--- src/rtl/ps2_pkg.sv ---
// Shared constants for the PS/2 receive path: prefix bytes, arrow scan codes,
// direction encodings, frame FSM states and small decode helpers.
package ps2_pkg;

    localparam logic [7:0] PS2_EXT   = 8'hE0;
    localparam logic [7:0] PS2_BRK   = 8'hF0;
    localparam logic [7:0] KEY_UP    = 8'h75;
    localparam logic [7:0] KEY_DOWN  = 8'h72;
    localparam logic [7:0] KEY_LEFT  = 8'h6B;
    localparam logic [7:0] KEY_RIGHT = 8'h74;

    localparam logic [1:0] DIR_UP    = 2'd0;
    localparam logic [1:0] DIR_DOWN  = 2'd1;
    localparam logic [1:0] DIR_LEFT  = 2'd2;
    localparam logic [1:0] DIR_RIGHT = 2'd3;

    typedef enum logic [1:0] {
        ST_IDLE   = 2'd0,
        ST_DATA   = 2'd1,
        ST_PARITY = 2'd2,
        ST_STOP   = 2'd3
    } frame_state_t;

    // PS/2 uses odd parity over the eight data bits plus the parity bit.
    function automatic logic odd_parity_ok(input logic [7:0] b, input logic p);
        return ^{b, p};
    endfunction

    // Returns {is_arrow, direction}.
    function automatic logic [2:0] arrow_decode(input logic [7:0] code);
        logic [2:0] r;
        case (code)
            KEY_UP:    r = {1'b1, DIR_UP};
            KEY_DOWN:  r = {1'b1, DIR_DOWN};
            KEY_LEFT:  r = {1'b1, DIR_LEFT};
            KEY_RIGHT: r = {1'b1, DIR_RIGHT};
            default:   r = 3'b000;
        endcase
        return r;
    endfunction

endpackage

--- src/rtl/ps2_rx_frame.sv ---
// PS/2 line receiver: synchronises and deglitches the keyboard lines, frames
// 11-bit words and reports each byte as valid or erroneous for one cycle.
module ps2_rx_frame
    import ps2_pkg::*;
#(
    parameter int FILTER_LEN     = 4,
    parameter int TIMEOUT_CYCLES = 50000
) (
    input  logic       clk,
    input  logic       reset,
    input  logic       kclk,
    input  logic       data,
    output logic       byte_valid,
    output logic [7:0] byte_data,
    output logic       byte_err
);

    localparam int FW = $clog2(FILTER_LEN + 1);
    localparam int TW = $clog2(TIMEOUT_CYCLES + 1);

    logic          kclk_meta_q, kclk_sync_q, data_meta_q, data_sync_q;
    logic          filt_q, filt_d;
    logic [FW-1:0] filt_cnt_q, filt_cnt_d;
    frame_state_t  state_q, state_d;
    logic [2:0]    bit_cnt_q, bit_cnt_d;
    logic [7:0]    shift_q, shift_d;
    logic          par_q, par_d;
    logic [TW-1:0] tmo_q, tmo_d;
    logic          strobe_s, timeout_s, frame_end_s, frame_ok_s;

    // Synchronisers, filter, frame state and timeout registers; lines idle high.
    always_ff @(posedge clk) begin
        if (reset) begin
            kclk_meta_q <= 1'b1;
            kclk_sync_q <= 1'b1;
            data_meta_q <= 1'b1;
            data_sync_q <= 1'b1;
            filt_q      <= 1'b1;
            filt_cnt_q  <= '0;
            state_q     <= ST_IDLE;
            bit_cnt_q   <= 3'd0;
            shift_q     <= 8'h00;
            par_q       <= 1'b0;
            tmo_q       <= '0;
        end else begin
            kclk_meta_q <= kclk;
            kclk_sync_q <= kclk_meta_q;
            data_meta_q <= data;
            data_sync_q <= data_meta_q;
            filt_q      <= filt_d;
            filt_cnt_q  <= filt_cnt_d;
            state_q     <= state_d;
            bit_cnt_q   <= bit_cnt_d;
            shift_q     <= shift_d;
            par_q       <= par_d;
            tmo_q       <= tmo_d;
        end
    end

    // Clock filter: the filtered level flips after FILTER_LEN differing samples.
    always_comb begin
        filt_d     = filt_q;
        filt_cnt_d = '0;
        if (kclk_sync_q != filt_q) begin
            if (filt_cnt_q == FW'(FILTER_LEN - 1)) begin
                filt_d     = kclk_sync_q;
                filt_cnt_d = '0;
            end else begin
                filt_cnt_d = filt_cnt_q + FW'(1);
            end
        end else begin
            filt_cnt_d = '0;
        end
    end

    assign strobe_s  = filt_q & ~filt_d;
    assign timeout_s = (state_q != ST_IDLE) && !strobe_s &&
                       (tmo_q == TW'(TIMEOUT_CYCLES - 1));

    // Frame FSM next state plus shift register, bit counter and timeout counter.
    always_comb begin
        state_d   = state_q;
        bit_cnt_d = bit_cnt_q;
        shift_d   = shift_q;
        par_d     = par_q;
        case (state_q)
            ST_IDLE: begin
                if (strobe_s && !data_sync_q) begin
                    state_d   = ST_DATA;
                    bit_cnt_d = 3'd0;
                end else begin
                    state_d = ST_IDLE;
                end
            end
            ST_DATA: begin
                if (strobe_s) begin
                    shift_d   = {data_sync_q, shift_q[7:1]};
                    bit_cnt_d = bit_cnt_q + 3'd1;
                    if (bit_cnt_q == 3'd7) begin
                        state_d = ST_PARITY;
                    end else begin
                        state_d = ST_DATA;
                    end
                end else begin
                    state_d = ST_DATA;
                end
            end
            ST_PARITY: begin
                if (strobe_s) begin
                    par_d   = data_sync_q;
                    state_d = ST_STOP;
                end else begin
                    state_d = ST_PARITY;
                end
            end
            ST_STOP: begin
                if (strobe_s) begin
                    state_d = ST_IDLE;
                end else begin
                    state_d = ST_STOP;
                end
            end
            default: state_d = ST_IDLE;
        endcase
        if (timeout_s) begin
            state_d = ST_IDLE;
        end else begin
            state_d = state_d;
        end
        if ((state_q == ST_IDLE) || strobe_s) begin
            tmo_d = '0;
        end else begin
            tmo_d = tmo_q + TW'(1);
        end
    end

    // Frame result outputs, valid in the cycle holding the stop strobe.
    always_comb begin
        frame_end_s = (state_q == ST_STOP) && strobe_s;
        frame_ok_s  = data_sync_q && odd_parity_ok(shift_q, par_q);
        byte_valid  = frame_end_s && frame_ok_s;
        byte_err    = (frame_end_s && !frame_ok_s) || timeout_s;
        byte_data   = shift_q;
    end

endmodule

--- src/rtl/ps2_key_sequencer.sv ---
// PS/2 key sequencer: folds E0/F0 prefixes into key events, holds one event
// for a valid/ack consumer and latches the snake direction from arrow makes.
module ps2_key_sequencer
    import ps2_pkg::*;
#(
    parameter int FILTER_LEN     = 4,
    parameter int TIMEOUT_CYCLES = 50000
) (
    input  logic       clk,
    input  logic       reset,
    input  logic       kclk,
    input  logic       data,
    output logic [7:0] key_code,
    output logic       key_break,
    output logic       key_ext,
    output logic       key_valid,
    input  logic       key_ack,
    output logic [1:0] dir,
    output logic       dir_change,
    output logic       frame_err,
    output logic       overrun
);

    logic       byte_valid_s, byte_err_s, emit_s;
    logic [7:0] byte_data_s;
    logic [2:0] arrow_s;
    logic       ext_pend_q, ext_pend_d, brk_pend_q, brk_pend_d;
    logic [7:0] code_q, code_d;
    logic       brk_q, brk_d, ext_q, ext_d, valid_q, valid_d;
    logic [1:0] dir_q, dir_d;
    logic       dir_change_q, dir_change_d, frame_err_q, frame_err_d;
    logic       overrun_q, overrun_d;

    ps2_rx_frame #(
        .FILTER_LEN    (FILTER_LEN),
        .TIMEOUT_CYCLES(TIMEOUT_CYCLES)
    ) u_rx (
        .clk       (clk),
        .reset     (reset),
        .kclk      (kclk),
        .data      (data),
        .byte_valid(byte_valid_s),
        .byte_data (byte_data_s),
        .byte_err  (byte_err_s)
    );

    // Prefix flags, event entry, direction and status pulse registers.
    always_ff @(posedge clk) begin
        if (reset) begin
            ext_pend_q   <= 1'b0;
            brk_pend_q   <= 1'b0;
            code_q       <= 8'h00;
            brk_q        <= 1'b0;
            ext_q        <= 1'b0;
            valid_q      <= 1'b0;
            dir_q        <= DIR_UP;
            dir_change_q <= 1'b0;
            frame_err_q  <= 1'b0;
            overrun_q    <= 1'b0;
        end else begin
            ext_pend_q   <= ext_pend_d;
            brk_pend_q   <= brk_pend_d;
            code_q       <= code_d;
            brk_q        <= brk_d;
            ext_q        <= ext_d;
            valid_q      <= valid_d;
            dir_q        <= dir_d;
            dir_change_q <= dir_change_d;
            frame_err_q  <= frame_err_d;
            overrun_q    <= overrun_d;
        end
    end

    assign emit_s  = byte_valid_s && (byte_data_s != PS2_EXT) && (byte_data_s != PS2_BRK);
    assign arrow_s = arrow_decode(byte_data_s);

    // Prefix tracking, single-entry handshake and direction update.
    always_comb begin
        ext_pend_d   = ext_pend_q;
        brk_pend_d   = brk_pend_q;
        code_d       = code_q;
        brk_d        = brk_q;
        ext_d        = ext_q;
        valid_d      = valid_q;
        dir_d        = dir_q;
        dir_change_d = 1'b0;
        overrun_d    = 1'b0;
        frame_err_d  = byte_err_s;

        if (byte_err_s) begin
            ext_pend_d = 1'b0;
            brk_pend_d = 1'b0;
        end else if (byte_valid_s) begin
            if (byte_data_s == PS2_EXT) begin
                ext_pend_d = 1'b1;
            end else if (byte_data_s == PS2_BRK) begin
                brk_pend_d = 1'b1;
            end else begin
                ext_pend_d = 1'b0;
                brk_pend_d = 1'b0;
            end
        end else begin
            ext_pend_d = ext_pend_q;
        end

        // An ack in the same cycle frees the entry for the incoming event.
        if (emit_s) begin
            if (!valid_q || key_ack) begin
                code_d  = byte_data_s;
                brk_d   = brk_pend_q;
                ext_d   = ext_pend_q;
                valid_d = 1'b1;
            end else begin
                overrun_d = 1'b1;
            end
        end else if (valid_q && key_ack) begin
            code_d  = 8'h00;
            brk_d   = 1'b0;
            ext_d   = 1'b0;
            valid_d = 1'b0;
        end else begin
            valid_d = valid_q;
        end

        // Direction follows every extended arrow make, even a dropped one.
        if (emit_s && ext_pend_q && !brk_pend_q && arrow_s[2]) begin
            dir_d        = arrow_s[1:0];
            dir_change_d = 1'b1;
        end else begin
            dir_d = dir_q;
        end
    end

    assign key_code   = code_q;
    assign key_break  = brk_q;
    assign key_ext    = ext_q;
    assign key_valid  = valid_q;
    assign dir        = dir_q;
    assign dir_change = dir_change_q;
    assign frame_err  = frame_err_q;
    assign overrun    = overrun_q;

endmodule

--- config.mk ---
export PLATFORM = sky130hd
export DESIGN_NAME = ps2_key_sequencer
export DESIGN_NICKNAME = d
export VERILOG_FILES = /design/src/rtl/ps2_pkg.sv /design/src/rtl/ps2_rx_frame.sv /design/src/rtl/ps2_key_sequencer.sv
export SDC_FILE = /design/constraint.sdc
export NUM_CORES = 1
export LEC_CHECK = 0
export ABC_AREA = 1
export BUFFER_PORTS_ARGS = -buffer_cell sky130_fd_sc_hd__buf_4
export CAP_MARGIN = 20
export CORE_MARGIN = 3
export CORE_UTILIZATION = 33
export CTS_BUF_LIST = sky130_fd_sc_hd__clkbuf_4
export CTS_CLUSTER_SIZE = 12
export DETAILED_ROUTE_END_ITERATION = 10
export HOLD_SLACK_MARGIN = 0.06
export SYNTH_ARGS = -nofsm -noshare
export SYNTH_HDL_FRONTEND = slang
export SYNTH_HIERARCHICAL = 1
export SYNTH_SLANG_ARGS = --single-unit
--- constraint.sdc ---
create_clock -name clk -period 1.85 [get_ports clk]
set_clock_uncertainty 0.15 [all_clocks]
set_input_delay 0.185 -clock clk [delete_from_list [all_inputs] [get_ports clk]]
set_output_delay 0.185 -clock clk [all_outputs]
set_load 0.005 [all_outputs]
* Word level (Yosys, flattened, before mapping)
Index checks and enable logic that the tools add are counted.
** Cells by class
- $add $sub $neg :: 3
- Multiply operators :: 0
- Divide/modulo/power cells :: 0
- $lt $le $gt $ge :: 0
- Eq/ne operators :: 19
- Shift operators :: 0
- Mux-type cells :: 27
- Bitwise operators :: 5
- Reductions and logical operators :: 37
** Operators by type and width (count)
- $eq 8x7->1 const B :: 4
- $mux 8 :: 3
- $add 16x1->16 const B :: 1
- $eq 16x16->1 const B :: 1
- $eq 8x8->1 const B :: 2
- $mux 1 :: 16
- $ne 8x8->1 const B :: 2
- $logic_and 1x1->1 :: 13
- $pmux 3 s4 :: 1
- $reduce_and 2->1 :: 5
- $reduce_xor 9->1 :: 1
- $pmux 2 s4 :: 1
- $reduce_or 2->1 :: 4
- $add 3x1->3 const B :: 2
- $mux 2 :: 3
- $mux 3 :: 2
- $ne 2x1->1 const B :: 3
- $pmux 3 s2 :: 1
- $reduce_bool 2->1 :: 3
- $logic_not 1->1 :: 5
- $eq 2x2->1 const B :: 2
- $not 1->1 :: 4
- $eq 3x2->1 const B :: 1
- $eq 3x3->1 const B :: 1
- 8 further kinds :: 10
** Word-level totals
- Register bits :: 56
- Latch bits :: 0
- Bits in writable memories :: 0
- Bits in read-only memories :: 0
- Output and inout port bits :: 16
- Memories kept :: 0

* Longest topological paths before layout
Gate-level depths: netlist of the first run.
- Word-level depth :: 13
- Mapped depth :: 15

* Hierarchy
Netlist of the first run, hierarchy kept.
** By module, submodules not included
- ps2_rx_frame :: instances 1, cells an instance 234, area each 1721.7 µm², seq. area each 760.7 µm²
- ps2_key_sequencer :: instances 1, cells an instance 118, area each 860.8 µm², seq. area each 360.3 µm²

* Least setup slack after synthesis of the first run
OpenSTA, ideal clock, no wires.
- Path type :: register to register
- From :: reg u_rx.filt_cnt_q[0]
- To :: reg code_q[0], in the netlist key_code[0]
- Library setup time :: 138 ps
- Data arrival time :: 1745 ps
- Data required time :: 1562 ps
- Path slack :: -183 ps
- Cell stages (with the launch flop) :: 12
- Period minus slack after synthesis :: 2033 ps
- Cell sequence :: dfxtp_1 > ha_1 > ha_1 > nand3_2 > nor3_1 > inv_1 > nor2_1 > a21boi_2 > nand3_2 > buf_6 > nand3_1 > a21oi_2
** On the way
- Cells in the longest elaborated chain, start to end :: 11
- Elaborated cells between the ends (all ways) :: 13
- Classes of those cells :: eq/ne (2); mux (3); bitwise (2); reduce/logical (6)
** RTL lines
- from (decl) :: RTL line ps2_rx_frame.sv:23 : logic [FW-1:0] filt_cnt_q, filt_cnt_d;
- from (signal assigned) :: RTL line ps2_rx_frame.sv:51 : filt_cnt_q <= filt_cnt_d;
- $eq 3x2->1 (*) :: RTL line ps2_rx_frame.sv:65 : if (filt_cnt_q == FW'(FILTER_LEN - 1)) begin
- $mux 1 (*) :: RTL line ps2_rx_frame.sv:65
- $mux 1 (*) :: RTL line ps2_rx_frame.sv:64 : if (kclk_sync_q != filt_q) begin
- $not 1->1 (*) :: RTL line ps2_rx_frame.sv:76 : assign strobe_s = filt_q & ~filt_d;
- $and 1x1->1 (*) :: RTL line ps2_rx_frame.sv:76
- $logic_and 1x1->1 (*) :: RTL line ps2_rx_frame.sv:139 : frame_end_s = (state_q == ST_STOP) && strobe_s;
- $logic_and 1x1->1 (*) :: RTL line ps2_rx_frame.sv:141 : byte_valid = frame_end_s && frame_ok_s;
- named net byte_valid_s :: RTL line ps2_key_sequencer.sv:24 : logic byte_valid_s, byte_err_s, emit_s;
- $logic_and 1x1->1 (*) (2 in series) :: RTL line ps2_key_sequencer.sv:74 : assign emit_s = byte_valid_s && (byte_data_s != PS2_EXT) && (byte_data_s != PS2_BRK);
- $ne 2x1->1 (no source line) / $reduce_bool 2->1 (equally long branches)
- $reduce_and 2->1 (no source line)
- to (signal assigned) :: RTL line ps2_key_sequencer.sv:63 : code_q <= code_d;
- to (decl) :: RTL line ps2_key_sequencer.sv:28 : logic [7:0] code_q, code_d;
The timed path passes the listed nets; every way through them passes the cells marked *.
A chain may end at the register's enable or synchronous reset.

* Worst setup path in the final report of the first run
Ends and elaborated chain as after synthesis.

==> impl_metrics.toml, run 1 <==
[outcome]
status = "finished, violations left"
violations = "setup timing"

[worst_setup_path]
start_kind = "flop"
crit_arrival_ns = 2.06
cp.required_ns = 1.96
slowest_delay_ns = 0.37
slowest_stage = "dfxtp_2"
path_class = "flop to flop"
path_max_fanout = 6
cp-end-kind = "flop"
crit_chain = "ha_4 > ha_4 > nand3_4 > nor3_4 > inv_2 > nor2_4 > a21boi_4 > nand3_4 > buf_6 > nand3_2 > a21oi_2"

[sta]
hold_violations = 0
finalSetupViolCount = 10
finalCritPeriodShare = 1.05
min_period_ns = 1.95
tightest_slew_ns = 0.478
fin_setup_tns_ns = -0.836
maxSlewViolCount = 0
max_freq_mhz = 513
worst_slack_ns = -0.0976
max-slew-margin-rel = 0.680
rsz0062_at_grt = "true"

[clock_tree]
cts_made_buffers = 5
htree_num_levels = 2
tritoncts = "built"
root_buffer = "clkbuf_4"
ctsLongestPathBuffers = 2
cts.sinks = 56
clkLatencyLatePin_ns = 0.36
path_clk_slew_ns = 0.15

[place]
place_area_um2 = 3080
portBuffers = 20
place_inst = 489
gp_congestion = 0.801
place.detailed.hpwl_mm = 3.83
dp_slack_ns = -0.200

[flow_run]
max_cap_violations = 0

[finish]
fin_area_um2 = 3390
fillCellCount = 768
antenna_cells = 0
final_layout_size_suffix_gt1_frac = 0.334
final_nets = 417
finalNonFillerCells = 506
utilization = 0.458
area_growth_pct = 31.2

[floorplanning]
core_um2 = 7410
die_h_um = 94.5
io_pins = 21
fp.dieArea_um2 = 8920
rows = 31
die_w_um = 94.5
start_util = 0.349

[yosys]
synth-xor-area-share = 0.0170
synthTopCellsByArea = "dfxtp_1 43%, nand2_1 11%, nor2_1 6.4%, inv_1 6.0%, a21oi_1 5.0%"
synth_common_cells = "76 x nand2_1, 56 x dfxtp_1, 44 x nor2_1, 41 x inv_1, 26 x a21oi_1"
syn_avg_cell_area_um2 = 7.34
syn_inst = 352
synthesis.area_um2 = 2580
synthArstFlopShare = 0
yosys.area_share.simple = 0.319
synth_top_area_frac = 0.434
synth_compound_area_frac = 0.125
ys_ff_latch = 56
synth_cell_types = 35
ys.flop_type = "dfxtp_1"
synth_edf_count = 0
synth_nets = 362
synth_top_area_cell = "dfxtp_1"
synth_most_common_cell = "nand2_1"
synth_mux_area_frac = 0
synth_warnings = 6
synth_top_family_by_area = "simple AND/OR/NAND/NOR gates"
synth_fa_ha_area_frac = 0.0242
yosysSeqAreaShare = 0.434

[grt]
grt_max_degree = 26
grt_pass1_vias = 2234
antenna_found_initial = 0
track_usage = 0.124
grt.overflow.total = 0
grt_pass1_wl_mm = 9.14

[worst_hold_path]
hold_class = "flop to flop"

[route]
dr_total_vias = 2316
drc = 0
drtIter0Drc = 58
wl_per_cell_um = 10.1
finalWirelength_mm = 5.10
first_pass_iters = 4
ant_nets = 0
vias_per_cell = 4.58

[power]
powerDensity_nw_per_um2 = 600
vdd_ir_drop_max_mv = 0.435
p_leak_nw = 1.32
-- placed cells by master (no fill, tap or decap), types with 9 or more instances in the layout --
| cell | n |
|---|---|
| dfxtp_1 | 46 |
| a21oi_2 | 9 |
| nand2_2 | 13 |
| dfxtp_2 | 10 |
| a21oi_1 | 24 |
| nor2_1 | 42 |
| o21ai_0 | 14 |
| inv_1 | 34 |
| inv_2 | 9 |
| nand2_1 | 67 |
| buf_4 | 47 |
| nand3_1 | 12 |
| nand3_2 | 11 |
-- cells by family (layout without fill, tap and decap cells) --
logic type | after synthesis | after routing
flip-flops | 56 | 56
adder cells (fa/ha/maj) | 5 | 5
AO/OA/AOI/OAI | 56 | 56
buffers and inverters | 52 | 107
AND/OR/NAND/NOR | 178 | 178
XOR/XNOR | 5 | 5
-- critical path: cells and delay by family, from the launching register on --
family	cells	cell delay, ns
simple gates	5	0.54
flops	1	0.37
buf+inv	2	0.24
fa+ha+maj	2	0.27
compound gates	2	0.27
-- metrics by stage --
stage,total power [mW],hold WS [ns]
after global routing,2.11,0.294
after global placement,1.27,0.222
final,2.03,0.278
after detailed placement,1.27,0.224
after floorplan,1.26,0.104
after CTS,2.07,0.281
-- worst paths after layout --
kind | slack, ns | depth (start not counted) | start | end
max | -0.1 | 11 | u_rx/filt_cnt_q[0]$_SDFF_PP0_ | key_code[0]$_SDFFE_PP0P_
max reg2reg | -0.1 | 11 | u_rx/filt_cnt_q[0]$_SDFF_PP0_ | key_code[0]$_SDFFE_PP0P_
min | 0.28 | 1 | u_rx/kclk_meta_q$_SDFF_PP1_ | u_rx/kclk_sync_q$_SDFF_PP1_
min reg2reg | 0.28 | 1 | u_rx/kclk_meta_q$_SDFF_PP1_ | u_rx/kclk_sync_q$_SDFF_PP1_
-- per-layer routing --
metal / vias up / track usage / share of wire
met5: - / 0 / 0
li1: 1239 / - / -
met2: 26 / 0.230 / 0.50
met4: 0 / 0.0349 / 0.0094
met3: 6 / 0.0287 / 0.036
met1: 1045 / 0.141 / 0.46
-- registers in the layout (all words and copies together) (netlist names), 2 cells and up --
signal,count
u_rx/bit_cnt_q,3
key_code,8
u_rx/tmo_q,16
u_rx/filt_cnt_q,3
dir,2
u_rx/byte_data,8
u_rx/state_q,2
-- report_power, final --
group          internal [mW]  switching [mW]
sequential              1.21         0.00262
combinational         0.0194          0.0232
clock                  0.414           0.362
total                   1.64           0.388
-- what timing repair did --
action | CTS | global route
hold buffers | 4 | 0
cloned | 1 | 0
setup buffers | 2 | 3
setup endpoints to repair | 17 | 43
resized for setup | 15 | 34
pin swaps | 3 | 14
hold endpoints to repair | 19 | 0
-- cell type report --
type                    instances  area [um^2]  share of cell area
well taps                      99          124              0.0365
flip-flops and latches         56         1130               0.334
clock buffers                   5         37.5              0.0111
multi-input cells             244         1420               0.420
inverters                      45          179              0.0528
repair buffers                 54          427               0.126
clock inverters                 2         60.1              0.0177
repair inverters                1         5.00             0.00148
No activity file was read; power rests on OpenSTA's default activity.
==> inputs of run 2 (changes only) <==
CORE_MARGIN = 4   (was 3)
==> impl_metrics.toml, run 2 (synthesis results as in run 1) <==
[outcome]
status = "finished, violations left"
violations = "setup timing"

[worst_setup_path]
r2r_slack_ns = -0.14
worstRegToRegCells = 15
worstReg2RegEnd = "key_code[0]$_SDFFE_PP0P_"
crit_arrival_ns = 2.11
path_class = "flop to flop"
start_kind = "flop"
cp.required_ns = 1.96
regToRegStartpoint = "u_rx/byte_data[2]$_SDFFE_PP0P_"
path_max_fanout = 6
cp-end-kind = "flop"

[sta]
tightest_slew_ns = 0.488
max_freq_mhz = 502
min_period_ns = 1.99
hold_violations = 0
finalCritPeriodShare = 1.08
rsz0062_at_grt = "true"
whs_ns = 0.279
maxSlewViolCount = 0
worst_slack_ns = -0.142
max-slew-margin-rel = 0.674
finalSetupViolCount = 16

[finish]
layout_commonest_cell = "nand2_1"
utilization = 0.449
fin_area_um2 = 3340
area_growth_pct = 29.4
layout_common_cells = "71 x nand2_1, 48 x dfxtp_1, 48 x buf_4"
final_nets = 419
largest_register_ffs = 16
antenna_cells = 0
regMostFlops = "u_rx/tmo_q"
fillCellCount = 773
final_layout_size_suffix_gt1_frac = 0.300

[clock_tree]
cts_made_buffers = 5
root_buffer = "clkbuf_4"
cts.sinks = 56
ctsLongestPathBuffers = 2
path_clk_slew_ns = 0.15
htree_num_levels = 2
tritoncts = "built"
clkLatencyLatePin_ns = 0.37

[flow_run]
max_cap_violations = 0

[grt]
grt.busiest_layer = "met2"
grt.overflow.total = 0
grt_max_degree = 26
gr-usage-met1 = 0.145
grtUsageMet3 = 0.0240
grt_pass1_wl_mm = 9.11
met2_usage = 0.212
track_usage = 0.120
grt_pass1_vias = 2169
antenna_found_initial = 0

[worst_hold_path]
min_to = "u_rx/kclk_sync_q$_SDFF_PP1_"
hold_class = "flop to flop"
hold_start = "u_rx/kclk_meta_q$_SDFF_PP1_"
holdPathStages = 1

[route]
drc = 0
finalWirelength_mm = 5.14
first_pass_iters = 4
drtIter0Drc = 59
wl_per_cell_um = 10.1
vias_per_cell = 4.49
ant_nets = 0
dr_total_vias = 2283

[floorplanning]
die_h_um = 96.5
fp.dieArea_um2 = 9300
start_util = 0.347
core_um2 = 7450
die_w_um = 96.5
io_pins = 21
rows = 31

[place]
gp_congestion = 0.750
portBuffers = 20
place.detailed.hpwl_mm = 3.90
place_area_um2 = 3080

[power]
powerDensity_nw_per_um2 = 535
finalPower_mw = 1.79
p_leak_nw = 1.31
vdd_ir_drop_max_mv = 0.275
## run 2: cell count changes in the layout (fill, tap and decap cells not counted), moves of 3 or more
cell	before	now
inv_1	34	37
nand2_1	67	71
o21ai_0	14	19
dfxtp_2	10	7
o21ai_1	4	0
nand2_2	13	9
## run 2: what timing repair did
item / in CTS / in global routing
setup buffers: 2 / 6
pin swaps: 6 / 6
hold buffers: 4 / 0
gates resized for setup: 15 / 16
gates cloned: 0 / 0
endpoints found under the setup margin: 14 / 22
endpoints found under the hold margin: 19 / 0
## run 2: worst max path at each step
stage	slack [ns]	end	startpoint
2_1_floorplan	-0.06	key_ext$_SDFFE_PP0P_	u_rx/filt_cnt_q[1]$_SDFF_PP0_
3_3_place_gp	-0.16	key_code[5]$_SDFFE_PP0P_	u_rx/filt_cnt_q[0]$_SDFF_PP0_
3_5_place_dp	-0.20	key_code[0]$_SDFFE_PP0P_	u_rx/byte_data[3]$_SDFFE_PP0P_
4_1_cts	-0.09	key_code[0]$_SDFFE_PP0P_	u_rx/filt_cnt_q[1]$_SDFF_PP0_
5_1_grt	-0.29	key_code[0]$_SDFFE_PP0P_	u_rx/byte_data[2]$_SDFFE_PP0P_
6_report	-0.14	key_code[0]$_SDFFE_PP0P_	u_rx/byte_data[2]$_SDFFE_PP0P_
## run 2: final cells by class
class                           instances  area, um^2  area share
Multi-Input combinational cell        244        1400       0.418
Sequential cell                        56        1130       0.339
Timing Repair Buffer                   57         457       0.137
Inverter                               45         174      0.0520
Tap cell                               99         124      0.0371
Clock buffer                            6        45.0      0.0135
Clock inverter                          2        11.3     0.00337
## run 2: through the flow
stage | TNS (ns) | setup slack, ns | cells
finish | -1.64 | -0.142 | 509
global route | -4.20 | -0.293 | 509
CTS | -0.665 | -0.0899 | 503
detailed placement | -1.85 | -0.202 | 489
global placement | -1.38 | -0.161 | 489
floorplan | -0.538 | -0.0616 | 352
## run 2: critical path, cell delays in order (launching register included)
cell and delay, ns:
dfxtp_2 0.39, inv_2 0.04, nand2_2 0.06, nand2_1 0.05, nand2_1 0.07, nand2_1 0.06, nand2_1 0.07, nand2_1 0.05
nand2_1 0.08, nand3_2 0.09, nor2_4 0.13, a21boi_4 0.23, nand3_4 0.14, buf_6 0.17, nand3_2 0.06, a21oi_2 0.06
## run 2: report_power, final
group	switching [mW]	internal, mW
Sequential	0.00263	1.21
Combinational	0.0228	0.0188
Clock	0.372	0.161
Total	0.398	1.39
## run 2: routing by layer
metal,vias up,part of all wire
li1,1235,-
met1,1008,0.48
met2,31,0.47
met3,9,0.039
met4,0,0.014
met5,-,0
==> inputs of run 3 (changes only) <==
GPL_TIMING_DRIVEN = 0   (was unset)
PLACE_DENSITY = 0.57   (was unset)
==> impl_metrics.toml, run 3 (synthesis results as in run 1) <==
[sta]
max-slew-margin-rel = 0.595
finalCritPeriodShare = 1.08
finalSetupViolCount = 12
hold_violations = 0
worst_slack_ns = -0.154
maxSlewViolCount = 0
tightest_slew_ns = 0.608
rsz0062_at_grt = "true"
max_freq_mhz = 499
min_period_ns = 2.00
whs_ns = 0.274

[clock_tree]
root_buffer = "clkbuf_4"
tritoncts = "built"
cts_made_buffers = 5
clkLatencyLatePin_ns = 0.37
ctsLongestPathBuffers = 2
htree_num_levels = 2
path_clk_slew_ns = 0.16
cts.sinks = 56

[floorplanning]
core_um2 = 7450
die_h_um = 96.5
start_util = 0.347
fp.dieArea_um2 = 9300
die_w_um = 96.5
rows = 31
io_pins = 21

[finish]
finalNonFillerCells = 498
fillCellCount = 764
utilization = 0.450
largest_register_ffs = 16
final_layout_size_suffix_gt1_frac = 0.313
layout_common_cells = "69 x nand2_1, 45 x dfxtp_1, 42 x nor2_1"
antenna_cells = 0
layout_commonest_cell = "nand2_1"
final_nets = 408
regMostFlops = "u_rx/tmo_q"
area_growth_pct = 29.8

[route]
ant_nets = 0
dr_total_vias = 2272
first_pass_iters = 4
drc = 0
vias_per_cell = 4.56
finalWirelength_mm = 5.15
drtIter0Drc = 37
wl_per_cell_um = 10.3

[power]
powerDensity_nw_per_um2 = 571
vdd_ir_drop_max_mv = 0.311
p_leak_nw = 1.28

[worst_setup_path]
crit_buf_inv = 2
crit_top_cell = "nand2_2"
slowest_delay_ns = 0.39
slowest_stage = "dfxtp_2"
crit_arrival_ns = 2.11
crit_chain = "inv_2 > nand2_2 > nand2_2 > nand2_2 > nand2_2 > nand2_2 > nand2_1 > nand2_1 > nand3_2 > nor2_4 > a21boi_4 > nand3_4 > buf_8 > nand3_2 > a21oi_2"
path_max_fanout = 5
cp-end-kind = "flop"
start_kind = "flop"
cp.required_ns = 1.96
crit_family = "simple AND/OR/NAND/NOR gates"
path_class = "flop to flop"

[outcome]
violations = "setup timing"
status = "finished, violations left"

[place]
place_inst = 471
place.detailed.hpwl_mm = 3.74
gp_congestion = 0.765
dp_slack_ns = -0.326
portBuffers = 20

[grt]
antenna_found_initial = 0
grt.overflow.total = 0
grt_pass1_vias = 2086
track_usage = 0.119
grt_max_degree = 17
grt_pass1_wl_mm = 8.89

[flow_run]
max_cap_violations = 0

[worst_hold_path]
hold_class = "flop to flop"
run 3: cell count changes in the layout (fill, tap and decap cells not counted), sizes merged:
cell and delta:
bufinv +1, buf -15, clkbuf +3, clkinvlp -1, clkinv +1
run 3: report_power, final:
part           internal (mW)  switching (mW)
combinational         0.0191          0.0240
clock                  0.299           0.366
sequential              1.20         0.00266
run 3: area by class of cell:
cell class / instances / area, um^2 / area share
flip-flops and latches: 56 / 1150 / 0.343
clock inverters: 2 / 35.0 / 0.0104
repair inverters: 1 / 5.00 / 0.00149
repair buffers: 38 / 315 / 0.0940
multi-input cells: 244 / 1460 / 0.435
well taps: 99 / 124 / 0.0369
plain buffers: 7 / 47.5 / 0.0142
inverters: 45 / 174 / 0.0519
clock buffers: 6 / 45.0 / 0.0134
run 3: metrics by stage:
step	setup TNS [ns]	power, mW	instance area, um^2
after global routing	-3.55	1.99	3350
after floorplan	-0.538	1.26	2660
after CTS	-0.745	1.96	3240
after global placement	-3.13	1.28	2930
final	-1.51	1.91	3350
after detailed placement	-3.56	1.28	2930
run 3: worst paths after layout:
check / startpoint / slack (ns) / depth (start not counted) / endpoint
max: u_rx/byte_data[2]$_SDFFE_PP0P_ / -0.15 / 15 / key_ext$_SDFFE_PP0P_
min: u_rx/kclk_meta_q$_SDFF_PP1_ / 0.27 / 1 / u_rx/kclk_sync_q$_SDFF_PP1_
max reg2reg: u_rx/byte_data[2]$_SDFFE_PP0P_ / -0.15 / 15 / key_ext$_SDFFE_PP0P_
min reg2reg: u_rx/kclk_meta_q$_SDFF_PP1_ / 0.27 / 1 / u_rx/kclk_sync_q$_SDFF_PP1_
run 3: repair_timing:
| action | CTS | global route |
|---|---|---|
| cloned | 1 | 1 |
| gates resized for setup | 29 | 27 |
| pin swaps | 8 | 8 |
| setup endpoints to repair | 15 | 29 |
| setup buffers | 11 | 4 |
| hold buffers | 4 | 0 |
| hold endpoints to repair | 11 | 0 |
run 3: routing by layer:
layer | GRT usage | vias to the layer above | wire, um
met2 | 0.213 | 25 | 2530
met4 | 0.0327 | 0 | 70
met5 | 0 | - | 0
li1 | - | 1218 | -
met3 | 0.0256 | 7 | 171
met1 | 0.142 | 1022 | 2370
